===== src/rtl/fib_seq_display_core.sv =====
// fib_seq_display_core
// Parametrised Fibonacci sequence engine for board-level demos. A prescaler
// paces free-running advances, a synchronised button single-steps while
// paused, seeds can be loaded at any time and overflow either wraps to the
// seeds or halts the sequence. The current term is presented as a packed
// nibble bus for sev_seg_controller, with unused slots blanked (4'hF).
//
// Optional feature: define FIB_DEBOUNCE_EN to insert a DEB_CYCLES stability
// filter between the button synchroniser and the edge detector.

module fib_seq_display_core #(
    parameter int WIDTH      = 8,
    parameter int DIV        = 20_000_000,
    parameter int DIGITS     = 8,
    parameter int IDX_W      = 8,
    parameter int DEB_CYCLES = 1_000_000
) (
    input  logic                  clk,
    input  logic                  rst,
    input  logic                  run,
    input  logic                  step_btn,
    input  logic                  halt_on_ovf,
    input  logic                  load,
    input  logic [WIDTH-1:0]      seed_a,
    input  logic [WIDTH-1:0]      seed_b,
    output logic [WIDTH-1:0]      value,
    output logic [IDX_W-1:0]      index,
    output logic                  ovf,
    output logic                  halted,
    output logic [4*DIGITS-1:0]   digits
);

    localparam int CNT_W = $clog2(DIV);
    localparam logic [CNT_W-1:0] CNT_MAX = CNT_W'(DIV - 1);
    localparam int NIB = (WIDTH + 3) / 4;

    typedef enum logic [1:0] {
        S_PAUSE = 2'd0,
        S_RUN   = 2'd1,
        S_HALT  = 2'd2
    } state_t;

    // Reject parameter combinations the datapath cannot represent
    if (WIDTH < 2 || WIDTH > 32 || DIV < 2 || DIGITS < NIB || IDX_W < 1 || DEB_CYCLES < 1) begin : g_param_err
        $error("fib_seq_display_core: illegal parameter combination");
    end

    state_t             state_r, state_n;
    logic [WIDTH-1:0]   a_r, a_n, b_r, b_n;
    logic [IDX_W-1:0]   index_r, index_n;
    logic               ovf_r, ovf_n;
    logic               halted_r, halted_n;
    logic [CNT_W-1:0]   cnt_r, cnt_n;
    logic [WIDTH:0]     sum_s;
    logic               tick_s;
    logic               adv_s;

    logic               sync1_r, sync2_r;
    logic               btn_level_s;
    logic               btn_prev_r;
    logic               step_p_s;

    // Two-flop synchroniser for the raw, asynchronous step button
    always_ff @(posedge clk or posedge rst) begin
        if (rst) begin
            sync1_r <= 1'b0;
            sync2_r <= 1'b0;
        end else begin
            sync1_r <= step_btn;
            sync2_r <= sync1_r;
        end
    end

`ifdef FIB_DEBOUNCE_EN
    localparam int DEB_W = $clog2(DEB_CYCLES + 1);
    logic               deb_level_r;
    logic [DEB_W-1:0]   deb_cnt_r;

    // Accept a new button level only after it has differed for DEB_CYCLES cycles
    always_ff @(posedge clk or posedge rst) begin
        if (rst) begin
            deb_level_r <= 1'b0;
            deb_cnt_r   <= '0;
        end else if (sync2_r == deb_level_r) begin
            deb_cnt_r   <= '0;
        end else if (deb_cnt_r == DEB_W'(DEB_CYCLES - 1)) begin
            deb_level_r <= sync2_r;
            deb_cnt_r   <= '0;
        end else begin
            deb_cnt_r   <= deb_cnt_r + DEB_W'(1);
        end
    end

    assign btn_level_s = deb_level_r;
`else
    assign btn_level_s = sync2_r;
`endif

    // Previous button level for rising-edge detection
    always_ff @(posedge clk or posedge rst) begin
        if (rst) begin
            btn_prev_r <= 1'b0;
        end else begin
            btn_prev_r <= btn_level_s;
        end
    end

    assign step_p_s = btn_level_s & ~btn_prev_r;

    // Next-state logic: mode transitions, prescaler, advance, load override
    always_comb begin
        state_n  = state_r;
        a_n      = a_r;
        b_n      = b_r;
        index_n  = index_r;
        ovf_n    = ovf_r;
        cnt_n    = '0;
        sum_s    = {1'b0, a_r} + {1'b0, b_r};
        tick_s   = (state_r == S_RUN) && (cnt_r == CNT_MAX);
        adv_s    = ((state_r == S_RUN) && tick_s) || ((state_r == S_PAUSE) && step_p_s);

        case (state_r)
            S_PAUSE: begin
                if (run) begin
                    state_n = S_RUN;
                end else begin
                    state_n = S_PAUSE;
                end
            end
            S_RUN: begin
                if (run) begin
                    state_n = S_RUN;
                end else begin
                    state_n = S_PAUSE;
                end
            end
            S_HALT: begin
                state_n = S_HALT;
            end
            default: begin
                state_n = S_PAUSE;
            end
        endcase

        // Prescaler runs only while staying in RUN; it restarts from zero after a tick
        if ((state_r == S_RUN) && run && !tick_s) begin
            cnt_n = cnt_r + CNT_W'(1);
        end else begin
            cnt_n = '0;
        end

        if (load) begin
            a_n     = seed_a;
            b_n     = seed_b;
            index_n = '0;
            ovf_n   = 1'b0;
            cnt_n   = '0;
            state_n = run ? S_RUN : S_PAUSE;
        end else if (adv_s) begin
            if (!sum_s[WIDTH]) begin
                a_n     = b_r;
                b_n     = sum_s[WIDTH-1:0];
                index_n = index_r + IDX_W'(1);
            end else if (!halt_on_ovf) begin
                a_n     = seed_a;
                b_n     = seed_b;
                index_n = '0;
                ovf_n   = 1'b1;
            end else begin
                // Show the last representable term and freeze there
                a_n     = b_r;
                b_n     = b_r;
                index_n = index_r + IDX_W'(1);
                ovf_n   = 1'b1;
                state_n = S_HALT;
            end
        end else begin
            a_n = a_r;
        end

        halted_n = (state_n == S_HALT);
    end

    // State, datapath and output registers
    always_ff @(posedge clk or posedge rst) begin
        if (rst) begin
            state_r  <= S_PAUSE;
            a_r      <= '0;
            b_r      <= WIDTH'(1);
            index_r  <= '0;
            ovf_r    <= 1'b0;
            halted_r <= 1'b0;
            cnt_r    <= '0;
        end else begin
            state_r  <= state_n;
            a_r      <= a_n;
            b_r      <= b_n;
            index_r  <= index_n;
            ovf_r    <= ovf_n;
            halted_r <= halted_n;
            cnt_r    <= cnt_n;
        end
    end

    assign value  = a_r;
    assign index  = index_r;
    assign ovf    = ovf_r;
    assign halted = halted_r;

    logic [4*NIB-1:0] value_pad_s;

    // Zero-extend the term to a whole number of nibbles
    always_comb begin
        value_pad_s             = '0;
        value_pad_s[WIDTH-1:0]  = a_r;
    end

    for (genvar k = 0; k < DIGITS; k++) begin : g_digit
        if (k < NIB) begin : g_hex
            assign digits[4*k +: 4] = value_pad_s[4*k +: 4];
        end else begin : g_blank
            assign digits[4*k +: 4] = 4'hF;
        end
    end

endmodule


===== config.mk =====
export PLATFORM = sky130hd
export DESIGN_NAME = fib_seq_display_core
export DESIGN_NICKNAME = d
export VERILOG_FILES = /design/src/rtl/fib_seq_display_core.sv
export SDC_FILE = /design/constraint.sdc
export NUM_CORES = 1
export LEC_CHECK = 0
export ABC_AREA = 1
export CORE_ASPECT_RATIO = 0.6
export CORE_UTILIZATION = 35
export DETAILED_ROUTE_END_ITERATION = 12
export GPL_TIMING_DRIVEN = 1
export PLACE_DENSITY = 0.57
export SKIP_CTS_REPAIR_TIMING = 1
export SYNTH_ARGS = -nofsm -noshare
export SYNTH_HDL_FRONTEND = slang
export SYNTH_SLANG_ARGS = --single-unit

===== constraint.sdc =====
create_clock -name clk -period 1.8 [get_ports clk]
set_input_delay 0.36 -clock clk [delete_from_list [all_inputs] [get_ports clk]]
set_output_delay 0.36 -clock clk [all_outputs]
set_load 0.005 [all_outputs]

==> impl_metrics.yaml, run 1 <==
outcome:
  failed_checks: "negative setup slack"
  status: "finished, violations left"
die:
  dieWidth_microns: 136
  core_sq_mm: 0.0102
  io_pins: 72
  start_util_pct: 37.1
  die_h_microns: 82.4
  rows: 28
  die-area_sq_mm: 0.0112
timing:
  fin_skew_ns: 0.0124
  max_freq_mhz: 516
  setup_viol: 19
  rsz0062_at_grt: "true"
  slew_viol_final: 0
  tightest_slew_ns: 0.657
  hold_viol: 0
  period_minus_slack_ns: 1.94
  slew_headroom_pct: 56.1
  setup_tns_ns: -1.30
  hold_ws_ns: 0.365
  fin_crit_sh_pct: 108
  setup_ws_ns: -0.138
layout:
  utilization_pct: 50.2
  drive_gt1_share_pct: 20.9
  fin_nets: 645
  stdcell_count: 748
  diodes: 0
  finish.instance_area_sq_mm: 0.00510
  fillers: 965
  area_delta_synth_final_pct: 35.4
clock_tree:
  htree_levels: 2
  cts_buffers: 5
  clock-sinks: 56
  cts_tree: "done"
  clk_pin_slew_ns: 0.08
  cts_root_buf: "clkbuf_16"
  cts_max_path_buffers: 2
  clock_latency_ns: 0.30
critical_path:
  crit_chain: "ha_4 -> fa_2 -> nand2_2 -> nand2_4 -> nand2_4 -> nand3_4 -> buf_12 -> nand2_8 -> buf_6 -> o211ai_1 -> nand2_1"
  crit_path_end_kind: "register"
  slowest_stage: "dfstp_2"
  critPathArrivalTime_ns: 2.13
  cp-start-kind: "register"
  slowest_delay_ns: 0.55
  worstPathMaxFanout: 6
  crit_top_cell: "nand2_4"
  crit_type: "reg -> reg"
  cp.required_ns: 1.99
yosys:
  synth_area_leaders: "dfrtp_1, nand2_1, buf_4, inv_1, nor2_1"
  ys_seq_area_share_pct: 37.2
  ys_ff_latch: 56
  synth_ff_type: "dfrtp_1"
  syn_avg_cell_area_sq_um: 7.37
  ys_warn_count: 0
  synth.distinct_cells: 37
  netlist_instances: 511
  synth.most_common_cell: "nand2_1"
  synth-async-reset-ratio_pct: 100
  synth-edff-count: 0
  ys_top_cells_by_count: "nand2_1, inv_1, nor2_1, dfrtp_1, nand3_1"
  syn_area_sq_mm: 0.00377
  yosys.area.top_type_share_pct: 36.5
  synth_area_leader_cell: "dfrtp_1"
global_route:
  grt_pass1_vias: 3093
  overflow: 0
  antenna_found_initial: 0
  grt_pass1_wl_microns: 16000
  grt_max_degree: 57
  grt_use_total_pct: 18.8
route:
  highest_layer: "met4"
  dr_wl_met3_microns: 951
  first_iter_violations: 357
  drtPass1Iterations: 5
  num_vias: 3570
  wl_per_cell_microns: 14.4
  wl_met2_microns: 3860
  ant_nets: 0
  drt-met1-wl_microns: 5870
  routed_wl_microns: 10700
  viasPerCell: 4.77
  drc_errors: 0
placed_design:
  io_buffers: 47
  gp_congestion: 0.921
  dpl_cell_area_sq_mm: 0.00459
  dp_cells: 723
  hpwl_microns: 7670
hold_path:
  hp-class: "reg -> reg"
power:
  p_leak_nw: 2.47
  p_per_area_mw_per_mm2: 1330
  ir_worst_vdd_v: 0.000648
flow_run:
  cap_violations: 0
cell families (layout without fill, tap and decap cells):
kind of cell | after synthesis | in the layout | synth area share, %
DFF | 56 | 56 | 37.2
xor gates and xnor gates | 17 | 17 | 3.95
adders and majority gates | 11 | 11 | 3.85
AOI/OAI and AO/OA | 30 | 30 | 5.41
buffers and inverters | 112 | 188 | 15.3
and+or+nand+nor | 284 | 287 | 34.2
other | 1 | 24 | 0.0995
path summary, 6_finish.rpt:
| path | start | end | cells past startpoint | slack [ns] |
|---|---|---|---|---|
| min reg2reg | sync1_r | btn_level_s | 0 | 0.36 |
| max | b_r[0] | value[3] | 11 | -0.14 |
| max in group asynchronous | rst | b_r[0] | 3 | 1.09 |
| min in group asynchronous | rst | value[0] | 3 | 0.42 |
| min | sync1_r | btn_level_s | 0 | 0.36 |
| max reg2reg | b_r[0] | value[3] | 11 | -0.14 |
stage by stage:
step / total power [mW] / setup slack (ns)
global route: 7.32 / -0.201
global placement: 4.95 / -0.0971
floorplan: 3.59 / -0.0165
finish: 6.79 / -0.138
CTS: 6.03 / -0.178
detailed placement: 5.00 / -0.164
layer usage:
layer	up-vias	GRT usage [%]
met5	-	0
li1	1768	-
met3	8	4.46
met2	162	23.6
met4	0	3.56
met1	1632	30.8
final cells by class:
cell class	instances	area (sq um)	share of cell area, %
clock buffers	8	146	2.87
inverters	72	280	5.49
well taps	135	169	3.31
repair buffers	108	1040	20.5
multi-input cells	369	2060	40.4
flip-flops and latches	56	1400	27.5
state kept, by name, indices dropped and copies added, names as in the netlist:
name and count:
b_r 8, ovf 1, index 8, btn_prev_r 1, value 8, btn_level_s 1
sync1_r 1, halted 1, cnt_r 25, state_r 2
cells in the final DEF (no fill, tap or decap), types with 10 or more instances in the layout:
cell type / count
nand4_1: 17
xor2_1: 11
a21oi_1: 10
nor3_1: 15
buf_4: 47
inv_1: 55
conb_1: 24
nor2_1: 55
clkdlybuf4s50_1: 43
dfrtp_1: 55
nand2_1: 135
inv_2: 13
nand3_1: 33
critical path, delay by kind of cell, from the launching register on:
kind	cells	cell delay (ns)
DFF	1	0.55
and+or+nand+nor	6	0.47
adders and majority gates	2	0.33
buffers and inverters	2	0.31
AOI/OAI and AO/OA	1	0.14
where the power goes:
part           switching (mW)  internal [mW]
sequential              0.216           1.47
clock                   0.448          0.557
combinational            2.00           2.10
(Power assumes the default switching activity.)
==> run 2, diff against run 1 <==
Settings changed: PLACE_DENSITY 0.57 to 0.55.
Clock period 1.8 ns to 1.9 ns, I/O delays scaled along.
==> impl_metrics.yaml, run 2 (synthesis results as in run 1) <==
outcome:
  status: "finished, violations left"
  failed_checks: "negative setup slack"
layout:
  stdcell_count: 717
  fin_nets: 614
  finish.instance_area_sq_mm: 0.00474
  final_cell_mix: "nand2_1, inv_1, nor2_1, dfrtp_1, clkdlybuf4s50_1"
  top_register: "cnt_r"
  utilization_pct: 46.6
  final_common_cell: "nand2_1"
  largest_reg_flops: 25
  drive_gt1_share_pct: 15.3
  diodes: 0
  area_delta_synth_final_pct: 25.7
clock_tree:
  cts_root_buf: "clkbuf_16"
  clock-sinks: 56
  htree_levels: 2
  cts_buffers: 5
  cts_max_path_buffers: 2
  clk_pin_slew_ns: 0.07
  cts_tree: "done"
  clock_latency_ns: 0.30
critical_path:
  slowest_delay_ns: 0.58
  worstPathMaxFanout: 4
  crit_type: "reg -> reg"
  reg2reg_depth: 11
  r2r_start: "b_r[0]"
  slowest_stage: "dfstp_2"
  critPathArrivalTime_ns: 2.12
  crit_chain: "ha_4 -> fa_2 -> nand2_2 -> nand2_2 -> nand2_4 -> nand3_4 -> nand2_8 -> buf_6 -> buf_6 -> o211ai_2 -> nand2_1"
  cp_num_buf_inv: 2
  crit_path_end_kind: "register"
  cp.required_ns: 2.09
  cp-start-kind: "register"
  r2r_end: "value[2]"
  worst-r2r-setup-slack_ns: -0.04
  cp_top_family: "flip-flops"
hold_path:
  min_path_cells: 0
  hp-class: "reg -> reg"
  whs_endpoint: "btn_level_s"
  hold_path_startpoint: "sync1_r"
route:
  first_iter_violations: 316
  wl_per_cell_microns: 13.9
  drc_errors: 0
  routed_wl_microns: 9950
  viasPerCell: 4.71
  ant_nets: 0
  num_vias: 3379
  drtPass1Iterations: 5
placed_design:
  io_buffers: 47
  gp_congestion: 0.869
  dpl_cell_area_sq_mm: 0.00444
  dp_cells: 705
  pre_cts_ws_ns: -0.0436
  hpwl_microns: 7340
flow_run:
  cap_violations: 0
power:
  power.total_mw: 5.74
  p_per_area_mw_per_mm2: 1210
  ir_worst_vdd_v: 0.000634
  p_leak_nw: 2.27
die:
  dieWidth_microns: 136
  die-area_sq_mm: 0.0112
  rows: 28
  die_h_microns: 82.4
  start_util_pct: 37.1
  io_pins: 72
  core_sq_mm: 0.0102
global_route:
  overflow: 0
  antenna_found_initial: 0
  grt_pass1_vias: 2959
  grt_use_total_pct: 18.5
  grt_max_degree: 57
  grt_pass1_wl_microns: 15700
timing:
  setup_viol: 5
  setup_tns_ns: -0.0896
  period_minus_slack_ns: 1.94
  hold_viol: 0
  fin_skew_ns: 0.00830
  max_freq_mhz: 516
  hold_ws_ns: 0.350
  slew_viol_final: 0
  rsz0062_at_grt: "true"
  fin_crit_sh_pct: 102
  setup_ws_ns: -0.0365
==> run 2: changes by cell type in the layout (fill, tap and decap cells not counted), moves of 3 or more <==
cell	before	now
buf_6	8	4
ha_1	4	7
buf_4	47	24
a21oi_1	10	14
a21oi_2	4	0
dlymetal6s2s_1	4	0
clkdlybuf4s50_1	43	47
==> run 2: worst reg2reg max path: cells and delay by family (launching register included) <==
kind | cells | cell delay, ns
flip-flops | 1 | 0.58
AND/OR/NAND/NOR | 6 | 0.48
adder cells (fa/ha/maj) | 2 | 0.38
buffers and inverters | 2 | 0.25
AO/OA/AOI/OAI | 1 | 0.14
==> run 2: per-layer routing <==
metal | vias to the layer above | track usage [%] | part of all wire (%)
met5 | - | 0 | 0
met3 | 6 | 3.36 | 7.4
met4 | 0 | 4.11 | 0.74
li1 | 1702 | - | -
met2 | 135 | 23.1 | 36
met1 | 1536 | 30.9 | 55
==> run 2: power by group <==
part           internal (mW)  switching [mW]  leakage, nW  total, mW
Combinational           1.54            1.63         1.45       3.17
Clock                  0.522           0.433       0.0766      0.955
Sequential              1.40           0.220        0.737       1.62
Total                   3.45            2.28         2.27       5.74
==> run 2: worst max path at each step <==
stage	startpoint	to	slack, ns	cells after the start
after global placement	value[0]	value[0]	0.02	10
after global routing	value[0]	value[5]	-0.11	11
after floorplan	value[0]	value[3]	0.005	10
after CTS	value[0]	value[2]	-0.05	10
after detailed placement	value[0]	value[3]	-0.04	10
final	b_r[0]	value[2]	-0.04	11
==> run 2: area by class of cell <==
class | instances | area [sq um]
clock buffers | 6 | 139
repair buffers | 80 | 791
well taps | 135 | 169
multi-input cells | 366 | 1950
inverters | 72 | 273
fillers | 1016 | 5420
flip-flops and latches | 56 | 1400
clock inverters | 2 | 10.0
==> run 3, diff against run 2 <==
Settings changed: DONT_BUFFER_PORTS from default to 1, PLACE_DENSITY 0.55 to 0.46.
==> impl_metrics.yaml, run 3 (synthesis results as in run 1) <==
global_route:
  grt_pass1_wl_microns: 15400
  antenna_found_initial: 0
  grt_max_degree: 41
  grt_use_total_pct: 18.3
  overflow: 0
  grt_pass1_vias: 2832
timing:
  rsz0062_at_grt: "true"
  fin_crit_sh_pct: 101
  slew_viol_final: 0
  setup_ws_ns: -0.0180
  period_minus_slack_ns: 1.92
  hold_viol: 0
  setup_viol: 1
  max_freq_mhz: 521
  fin_skew_ns: 0.00484
layout:
  largest_reg_flops: 25
  stdcell_count: 675
  fin_nets: 572
  final_cell_mix: "nand2_1, inv_1, nor2_1, dfrtp_1, nand3_1"
  top_register: "cnt_r"
  drive_gt1_share_pct: 18.1
  final_common_cell: "nand2_1"
  fillers: 1071
  area_delta_synth_final_pct: 14.5
  finish.instance_area_sq_mm: 0.00431
  diodes: 0
  utilization_pct: 42.5
critical_path:
  r2r_end: "value[4]"
  crit_type: "reg -> reg"
  crit_start: "b_r[0]"
  worst-r2r-setup-slack_ns: -0.02
  cp-start-kind: "register"
  crit_path_end_kind: "register"
  cp.required_ns: 2.09
  worstPathMaxFanout: 6
  critPathArrivalTime_ns: 2.11
  r2r_start: "b_r[0]"
  reg2reg_depth: 10
placed_design:
  dp_cells: 660
  hpwl_microns: 7480
  io_buffers: 0
  dpl_cell_area_sq_mm: 0.00398
  gp_congestion: 0.889
route:
  viasPerCell: 4.71
  drc_errors: 0
  drtPass1Iterations: 4
  routed_wl_microns: 9900
  wl_per_cell_microns: 14.7
  ant_nets: 0
  first_iter_violations: 180
  num_vias: 3180
clock_tree:
  cts_max_path_buffers: 2
  clock-sinks: 56
  htree_levels: 2
  cts_root_buf: "clkbuf_16"
  clk_pin_slew_ns: 0.07
  cts_tree: "done"
  cts_buffers: 5
  clock_latency_ns: 0.30
flow_run:
  cap_violations: 0
power:
  ir_worst_vdd_v: 0.000601
  power.total_mw: 5.50
  p_per_area_mw_per_mm2: 1280
  p_leak_nw: 2.10
die:
  dieWidth_microns: 136
  io_pins: 72
  die-area_sq_mm: 0.0112
  die_h_microns: 82.4
  core_sq_mm: 0.0102
  start_util_pct: 37.1
  rows: 28
outcome:
  failed_checks: "negative setup slack"
  status: "finished, violations left"
hold_path:
  hold_path_startpoint: "step_btn"
  hp-class: "in -> reg"
  whs_endpoint: "sync1_r"
  min_path_cells: 0
run 3: cell count changes in the layout (fill, tap and decap cells not counted), sizes merged:
cell	before	now
buf	33	36
clkdlybuf4s50	47	0
dlygate4sd3	0	1
nand2	148	149
run 3: worst max-delay path: stages (launching register included):
cell      delay [ns]
dfstp_2         0.56
ha_4            0.13
fa_2            0.21
nand2_2         0.07
nand2_4         0.07
nand2_4         0.06
nand3_4         0.19
nand2_8         0.11
buf_6           0.16
o211ai_1        0.16
nand2_1         0.07
run 3: power by group:
part | total, mW | switching [mW] | internal [mW] | leakage, nW
sequential | 1.61 | 0.213 | 1.40 | 0.737
combinational | 2.95 | 1.63 | 1.31 | 1.29
clock | 0.946 | 0.425 | 0.521 | 0.0766
total | 5.50 | 2.27 | 3.23 | 2.10
run 3: area by class of cell:
| type | count | area, sq um | area share [%] |
|---|---|---|---|
| inverter | 72 | 275 | 6.38 |
| multi-input combinational | 367 | 1990 | 46.2 |
| timing repair buffer | 37 | 324 | 7.51 |
| clock inverter | 2 | 10.0 | 0.232 |
| sequential | 56 | 1400 | 32.5 |
| tap | 135 | 169 | 3.92 |
| clock buffer | 6 | 139 | 3.22 |
run 3: metal layers:
metal  share of wire [%]  up-vias  track usage (%)
met3                 5.7        7             4.03
met1                  61     1450             31.3
met2                  33       98             21.4
li1                    -     1625                -
met5                   0        -                0
met4                0.68        0             3.67
run 3: worst max path at each step:
stage / end / slack (ns)
final: value[4] / -0.02
after CTS: value[1] / -0.08
after detailed placement: value[1] / -0.05
after global routing: value[4] / -0.11
after global placement: index[7] / 0.008
after floorplan: value[3] / 0.005
run 3: metrics by stage:
| stage | hold slack [ns] | TNS [ns] | setup slack, ns |
|---|---|---|---|
| global route | 0.0933 | -1.10 | -0.108 |
| finish | 0.109 | -0.0180 | -0.0180 |
| global placement | 0.281 | 0 | 0.00821 |
| CTS | -0.0410 | -0.550 | -0.0786 |
| floorplan | 0.331 | 0 | 0.00528 |
| detailed placement | 0.284 | -0.358 | -0.0528 |
